--- src/rtl/multicycle_ctrl_if.sv ---
// Shared memory port handshake between the multi-cycle controller and memory.
// The controller holds a request until memory acknowledges it.
interface multicycle_ctrl_if;
    logic mem_req_o;
    logic mem_write_o;
    logic i_or_d_o;
    logic mem_ack_i;

    modport master (
        output mem_req_o,
        output mem_write_o,
        output i_or_d_o,
        input  mem_ack_i
    );

    modport slave (
        input  mem_req_o,
        input  mem_write_o,
        input  i_or_d_o,
        output mem_ack_i
    );
endinterface

--- src/rtl/multicycle_ctrl.sv ---
// Multi-cycle main control FSM: FETCH/DECODE/EXEC/MEM/WB over one shared
// memory port with wait states. Outputs are Moore/Mealy from state and opcode.
module multicycle_ctrl #(
    parameter int OP_W    = 6,
    parameter int ALUOP_W = 3
) (
    input  logic               clk_i,
    input  logic               rst_i,
    input  logic [OP_W-1:0]    instr_op_i,
    multicycle_ctrl_if.master  mem,
    output logic               ir_write_o,
    output logic               pc_write_o,
    output logic               pc_write_cond_o,
    output logic [1:0]         pc_src_o,
    output logic [1:0]         branch_type_o,
    output logic               reg_write_o,
    output logic [1:0]         reg_dst_o,
    output logic [1:0]         mem_to_reg_o,
    output logic               alu_src_o,
    output logic               sign_ext_o,
    output logic [ALUOP_W-1:0] alu_op_o,
    output logic               illegal_o,
    output logic               instr_done_o,
    output logic [2:0]         state_o
);

    localparam logic [OP_W-1:0] OP_R    = OP_W'(6'b000000);
    localparam logic [OP_W-1:0] OP_LW   = OP_W'(6'b100011);
    localparam logic [OP_W-1:0] OP_SW   = OP_W'(6'b101011);
    localparam logic [OP_W-1:0] OP_ADDI = OP_W'(6'b001000);
    localparam logic [OP_W-1:0] OP_ORI  = OP_W'(6'b001101);
    localparam logic [OP_W-1:0] OP_LUI  = OP_W'(6'b001111);
    localparam logic [OP_W-1:0] OP_BEQ  = OP_W'(6'b000100);
    localparam logic [OP_W-1:0] OP_BGEZ = OP_W'(6'b000001);
    localparam logic [OP_W-1:0] OP_BGT  = OP_W'(6'b000111);
    localparam logic [OP_W-1:0] OP_BNEZ = OP_W'(6'b000101);
    localparam logic [OP_W-1:0] OP_J    = OP_W'(6'b000010);
    localparam logic [OP_W-1:0] OP_JAL  = OP_W'(6'b000011);

    typedef enum logic [2:0] {
        S_FETCH  = 3'd0,
        S_DECODE = 3'd1,
        S_EXEC   = 3'd2,
        S_MEM    = 3'd3,
        S_WB     = 3'd4
    } state_t;

    state_t state;
    state_t state_nx;

    logic is_r, is_lw, is_sw, is_addi, is_ori, is_lui;
    logic is_br, is_j, is_jal;
    logic [1:0] br_type;

    logic       req, mwr, iord, irw, pcw, pcwc, regw, src, sext, ill, done;
    logic [1:0] pcs, bt, rdst, m2r;
    logic [2:0] aop;

    logic [2:0] alu_aop;
    logic       alu_src_v;
    logic       alu_sext;

    always_ff @(posedge clk_i or negedge rst_i) begin
        if (!rst_i) state <= S_FETCH;
        else        state <= state_nx;
    end

    always_comb begin
        is_r    = 1'b0;
        is_lw   = 1'b0;
        is_sw   = 1'b0;
        is_addi = 1'b0;
        is_ori  = 1'b0;
        is_lui  = 1'b0;
        is_br   = 1'b0;
        is_j    = 1'b0;
        is_jal  = 1'b0;
        br_type = 2'b00;
        case (instr_op_i)
            OP_R:    is_r    = 1'b1;
            OP_LW:   is_lw   = 1'b1;
            OP_SW:   is_sw   = 1'b1;
            OP_ADDI: is_addi = 1'b1;
            OP_ORI:  is_ori  = 1'b1;
            OP_LUI:  is_lui  = 1'b1;
            OP_BEQ:  begin is_br = 1'b1; br_type = 2'b00; end
            OP_BGEZ: begin is_br = 1'b1; br_type = 2'b01; end
            OP_BGT:  begin is_br = 1'b1; br_type = 2'b10; end
            OP_BNEZ: begin is_br = 1'b1; br_type = 2'b11; end
            OP_J:    is_j    = 1'b1;
            OP_JAL:  is_jal  = 1'b1;
            default: ;
        endcase
    end

    // ALU setup is shared by EXEC and WB so the result stays stable in WB.
    always_comb begin
        alu_aop   = 3'b000;
        alu_src_v = 1'b0;
        alu_sext  = 1'b0;
        unique case (1'b1)
            is_r: alu_aop = 3'b010;
            is_addi, is_lw, is_sw: begin
                alu_src_v = 1'b1;
                alu_sext  = 1'b1;
            end
            is_ori: begin
                alu_aop   = 3'b011;
                alu_src_v = 1'b1;
            end
            is_lui: begin
                alu_aop   = 3'b100;
                alu_src_v = 1'b1;
            end
            is_br: begin
                alu_aop  = 3'b001;
                alu_sext = 1'b1;
            end
            default: ;
        endcase
    end

    always_comb begin
        state_nx = state;
        req  = 1'b0;
        mwr  = 1'b0;
        iord = 1'b0;
        irw  = 1'b0;
        pcw  = 1'b0;
        pcwc = 1'b0;
        pcs  = 2'b00;
        bt   = 2'b00;
        regw = 1'b0;
        rdst = 2'b00;
        m2r  = 2'b00;
        src  = 1'b0;
        sext = 1'b0;
        aop  = 3'b000;
        ill  = 1'b0;
        done = 1'b0;
        case (state)
            S_FETCH: begin
                req = 1'b1;
                if (mem.mem_ack_i) begin
                    irw      = 1'b1;
                    pcw      = 1'b1;
                    state_nx = S_DECODE;
                end
            end
            S_DECODE: begin
                if (is_j || is_jal) begin
                    pcw      = 1'b1;
                    pcs      = 2'b10;
                    done     = 1'b1;
                    state_nx = S_FETCH;
                    if (is_jal) begin
                        regw = 1'b1;
                        rdst = 2'b10;
                        m2r  = 2'b10;
                    end
                end else if (is_r || is_lw || is_sw || is_addi ||
                             is_ori || is_lui || is_br) begin
                    state_nx = S_EXEC;
                end else begin
                    ill      = 1'b1;
                    done     = 1'b1;
                    state_nx = S_FETCH;
                end
            end
            S_EXEC: begin
                aop  = alu_aop;
                src  = alu_src_v;
                sext = alu_sext;
                if (is_br) begin
                    pcwc     = 1'b1;
                    pcs      = 2'b01;
                    bt       = br_type;
                    done     = 1'b1;
                    state_nx = S_FETCH;
                end else if (is_lw || is_sw) begin
                    state_nx = S_MEM;
                end else if (is_r || is_addi || is_ori || is_lui) begin
                    state_nx = S_WB;
                end else begin
                    state_nx = S_FETCH;
                end
            end
            S_MEM: begin
                req  = 1'b1;
                iord = 1'b1;
                mwr  = is_sw;
                if (mem.mem_ack_i) begin
                    if (is_sw) begin
                        done     = 1'b1;
                        state_nx = S_FETCH;
                    end else begin
                        state_nx = S_WB;
                    end
                end
            end
            S_WB: begin
                aop      = alu_aop;
                src      = alu_src_v;
                sext     = alu_sext;
                regw     = 1'b1;
                done     = 1'b1;
                rdst     = is_r  ? 2'b01 : 2'b00;
                m2r      = is_lw ? 2'b01 : 2'b00;
                state_nx = S_FETCH;
            end
            default: state_nx = S_FETCH;
        endcase
    end

    // Reset must silence even the FETCH request, so gate every output.
    assign mem.mem_req_o   = rst_i & req;
    assign mem.mem_write_o = rst_i & mwr;
    assign mem.i_or_d_o    = rst_i & iord;
    assign ir_write_o      = rst_i & irw;
    assign pc_write_o      = rst_i & pcw;
    assign pc_write_cond_o = rst_i & pcwc;
    assign pc_src_o        = rst_i ? pcs  : 2'b00;
    assign branch_type_o   = rst_i ? bt   : 2'b00;
    assign reg_write_o     = rst_i & regw;
    assign reg_dst_o       = rst_i ? rdst : 2'b00;
    assign mem_to_reg_o    = rst_i ? m2r  : 2'b00;
    assign alu_src_o       = rst_i & src;
    assign sign_ext_o      = rst_i & sext;
    assign alu_op_o        = rst_i ? ALUOP_W'(aop) : '0;
    assign illegal_o       = rst_i & ill;
    assign instr_done_o    = rst_i & done;
    assign state_o         = rst_i ? state : 3'd0;

endmodule

--- src/flat_wrapper.sv ---
// flat-port wrapper written by rule: the top's interface ports become plain ports
module multicycle_ctrl_flat 
#(
    parameter int OP_W    = 6,
    parameter int ALUOP_W = 3
)
  (clk_i, rst_i, instr_op_i, ir_write_o, pc_write_o, pc_write_cond_o, pc_src_o, branch_type_o, reg_write_o, reg_dst_o, mem_to_reg_o, alu_src_o, sign_ext_o, alu_op_o, illegal_o, instr_done_o, state_o, mem_mem_req_o, mem_mem_write_o, mem_i_or_d_o, mem_mem_ack_i);
  multicycle_ctrl_if mem_i ();
  input  logic clk_i;
  input  logic rst_i;
  input  logic [OP_W-1:0] instr_op_i;
  output logic ir_write_o;
  output logic pc_write_o;
  output logic pc_write_cond_o;
  output logic [1:0] pc_src_o;
  output logic [1:0] branch_type_o;
  output logic reg_write_o;
  output logic [1:0] reg_dst_o;
  output logic [1:0] mem_to_reg_o;
  output logic alu_src_o;
  output logic sign_ext_o;
  output logic [ALUOP_W-1:0] alu_op_o;
  output logic illegal_o;
  output logic instr_done_o;
  output logic [2:0] state_o;
  output wire logic [$bits(mem_i.mem_req_o)-1:0] mem_mem_req_o;
  output wire logic [$bits(mem_i.mem_write_o)-1:0] mem_mem_write_o;
  output wire logic [$bits(mem_i.i_or_d_o)-1:0] mem_i_or_d_o;
  input wire logic [$bits(mem_i.mem_ack_i)-1:0] mem_mem_ack_i;
  assign mem_mem_req_o = mem_i.mem_req_o;
  assign mem_mem_write_o = mem_i.mem_write_o;
  assign mem_i_or_d_o = mem_i.i_or_d_o;
  assign mem_i.mem_ack_i = mem_mem_ack_i;
  multicycle_ctrl #(.OP_W(OP_W), .ALUOP_W(ALUOP_W)) u_core (.clk_i(clk_i), .rst_i(rst_i), .instr_op_i(instr_op_i), .mem(mem_i), .ir_write_o(ir_write_o), .pc_write_o(pc_write_o), .pc_write_cond_o(pc_write_cond_o), .pc_src_o(pc_src_o), .branch_type_o(branch_type_o), .reg_write_o(reg_write_o), .reg_dst_o(reg_dst_o), .mem_to_reg_o(mem_to_reg_o), .alu_src_o(alu_src_o), .sign_ext_o(sign_ext_o), .alu_op_o(alu_op_o), .illegal_o(illegal_o), .instr_done_o(instr_done_o), .state_o(state_o));
endmodule
--- config.mk ---
export PLATFORM = sky130hd
export DESIGN_NAME = multicycle_ctrl_flat
export DESIGN_NICKNAME = d
export VERILOG_FILES = /design/src/rtl/multicycle_ctrl_if.sv /design/src/rtl/multicycle_ctrl.sv /design/src/flat_wrapper.sv
export SDC_FILE = /design/constraint.sdc
export NUM_CORES = 1
export LEC_CHECK = 0
export ABC_CLOCK_PERIOD_IN_PS = 2000
export BUFFER_PORTS_ARGS = -buffer_cell sky130_fd_sc_hd__buf_2
export CORE_UTILIZATION = 41
export CTS_CLUSTER_SIZE = 28
export DETAILED_ROUTE_END_ITERATION = 8
export PLACE_DENSITY = 0.77
export SLEW_MARGIN = 20
export SYNTH_ARGS = -nofsm -noshare
export SYNTH_HDL_FRONTEND = slang
export SYNTH_SLANG_ARGS = --single-unit
export TNS_END_PERCENT = 1
--- constraint.sdc ---
create_clock -name clk_i -period 2 [get_ports clk_i]
set_input_delay 0.2 -clock clk_i [delete_from_list [all_inputs] [get_ports clk_i]]
set_output_delay 0.2 -clock clk_i [all_outputs]
set_load 0.03 [all_outputs]
==> flow_summary.toml <==
[power_and_ir_drop]
ir_drop_mv = 0.311
finalPower_mw = 0.318
powerDensity_nw_per_um2 = 381
p_leak_nw = 0.431

[yosys]
synthArstFlopShare_pct = 100
ys_seq_area_share_pct = 13.5
synth.top_cells.by_area = "dfrtp_1, nor2_1, nand2_1"
synth_top_cell_by_area = "dfrtp_1"
synth_edf_count = 0
syn_nets = 93
avgSynthCellArea_um2 = 6.61
yosys.area.top_type_share_pct = 13.5
yosysWarnings = 0
syn_area_um2 = 556
ys_types = 35
synthFlopType = "dfrtp_1"
synth_seq_cells = 3
syn_inst = 84

[floorplan]
row_count = 12
die_h_um = 38.8
io_pins = 34
die_w_um = 38.8
start_util_pct = 46.8
core_area_um2 = 1190
die_area_um2 = 1510

[cells_and_area]
multi_input_area_um2 = 467
syn2layout_area_growth_pct = 50.0
antenna_cells = 0
largest-register = "u_core.state"
fin_nets = 132
final_cells = 136
largest_register_ff_count = 3
fillers = 104
regArea_um2 = 75.1
fin_area_um2 = 833
drive_gt1_share_pct = 42.6
reg_top3 = "u_core.state x3"

[setup_path]
cp-end-kind = "output pin"
critical_path_class = "register to output pin"
cp.required_ns = 1.80
critPathMaxFanout = 4
cp-start-kind = "register"
arrival_ns = 1.89

[sta]
tightest_slew_ns = 0.451
setup_slack_ns = -0.0907
rsz0062_at_grt = "true"
finalMaxSlewViolations = 0
skew_ns = 0.000280
post-route-period-util_pct = 105
max_freq_mhz = 478
fin_crit_ns = 2.09
setup_viol = 4
hold_viol_final = 0
slew_headroom_pct = 69.1

[detailed_routing]
route.detailed.drc = 0
wl_met3_um = 95
drt-met1-wl_um = 727
first_iter_violations = 25
top_layer = "met3"
ant_nets = 0
wl_met2_um = 831
vias = 741
wl_mm = 1.65
routed_wire_length_per_instance_um = 12.2
drtPass1Iterations = 4
viasPerCell = 5.45

[global_route]
grt.overflow.total = 0
track_usage_pct = 24.0
antenna_found_initial = 0
grt_pass1_wl_mm = 2.51
grt_start_max_net_pins = 14
grt_pass1_vias = 581

[clocking]
cts.sink_count = 3
clk_pin_slew_ns = 0.03
clk_latency_ns = 0.22
ctsRootBufferMaster = "clkbuf_4"
cts.htree.levels = 1
cts_tree = "done"
numCtsBuffers = 3
clockBufferDepth = 2

[placement]
io_buffers = 33
gp_congestion = 0.931
dp.cells = 129
place_area_um2 = 741
hpwl_mm = 1.19

[run]
maxCapViolations = 0

[worst_hold_path]
hold_path_class = "input pin to register"

[outcome]
violations = "negative setup slack"
outcome = "finished with violations"
-- where the power goes --
| part | switching, mW | internal [mW] | total [mW] |
|---|---|---|---|
| clock network | 0.0268 | 0.0745 | 0.101 |
| registers | 0.00285 | 0.0655 | 0.0684 |
| logic | 0.0945 | 0.0535 | 0.148 |
| total | 0.124 | 0.193 | 0.318 |
-- layer usage --
| metal | global-route usage, % | vias to the layer above |
|---|---|---|
| met5 | 0 | - |
| met4 | 5.17 | 0 |
| met3 | 5.20 | 0 |
| met2 | 36.3 | 28 |
| met1 | 34.5 | 337 |
| li1 | - | 376 |
-- cell usage after synthesis, drive strengths merged, types with 2 or more instances --
master  count
inv         3
nor3        3
nand2       9
nor2b       4
nand4b      2
and3        3
nand2b      4
nor4        2
and2        3
or2         2
or3         3
nand3b      3
dfrtp       3
nor2       13
o21ai       5
a21oi       5
buf         4
-- cell usage in the layout, fill, tap and decap left out, drive strengths merged, types with 2 or more instances in the layout --
cell type  synthesis  routed
buf                4      38
nor3               3       3
or2                2       2
dfrtp              3       3
nor2              13      13
nand3b             3       3
a21oi              5       5
nor2b              4       4
inv                3       3
o21ai              5       5
or3                3       3
nor4               2       2
nand2b             4       4
and2               3       3
and3               3       3
nand4b             2       2
clkbuf             1       4
nand2              9       9
-- worst paths after layout --
kind | start | to | slack [ns] | cells past startpoint
setup / recovery | u_core.state[2] | alu_op_o[1] | -0.09 | 5
hold / removal | mem_mem_ack_i | u_core.state[0] | 0.32 | 2
setup reg to reg | u_core.state[1] | u_core.state[1] | 0.62 | 4
hold reg to reg | u_core.state[2] | u_core.state[1] | 0.59 | 2
max in group asynchronous | rst_i | u_core.state[0] | 1.44 | 2
min in group asynchronous | rst_i | u_core.state[2] | 0.41 | 2
-- stage by stage --
stage,hold slack (ns),worst slack [ns],utilization [%],setup TNS (ns)
6_report,0.319,-0.0907,70.3,-0.134
5_1_grt,0.309,-0.155,70.3,-0.388
4_1_cts,0.307,-0.0420,68.5,-0.0818
3_5_place_dp,0.0327,0.112,62.4,0
3_3_place_gp,0.0273,0.170,62.4,0
2_1_floorplan,-0.0956,-0.0291,-,-0.0291
-- repair_timing --
action	CTS	global route
hold buffers	1	0
endpoints found under the hold margin	3	0
endpoints found under the setup margin	4	6
pin swaps	5	2
resized for setup	6	8
setup buffers	2	0
-- critical path: stages, from the launching register on --
cell	delay (ns)
dfrtp_1	0.38
xnor2_1	0.14
or4b_4	0.53
or2_4	0.28
nor3_2	0.14
buf_4	0.19
-- cells by family (layout without fill, tap and decap cells) --
logic type / Yosys count / in the layout / share of synthesized area (%)
AOI/OAI and AO/OA: 16 / 16 / 18.7
xor gates and xnor gates: 1 / 1 / 1.58
buffers and inverters: 8 / 46 / 7.21
DFF: 3 / 3 / 13.5
and+or+nand+nor: 56 / 56 / 59.0
-- cell type report --
type / count / area share (%)
Clock buffer: 4 / 3.15
Inverter: 3 / 1.35
Multi-Input combinational cell: 73 / 56.0
Sequential cell: 3 / 9.01
Tap cell: 14 / 2.10
Timing Repair Buffer: 39 / 28.4
Note: power is estimated with default switching activity, not from simulation.
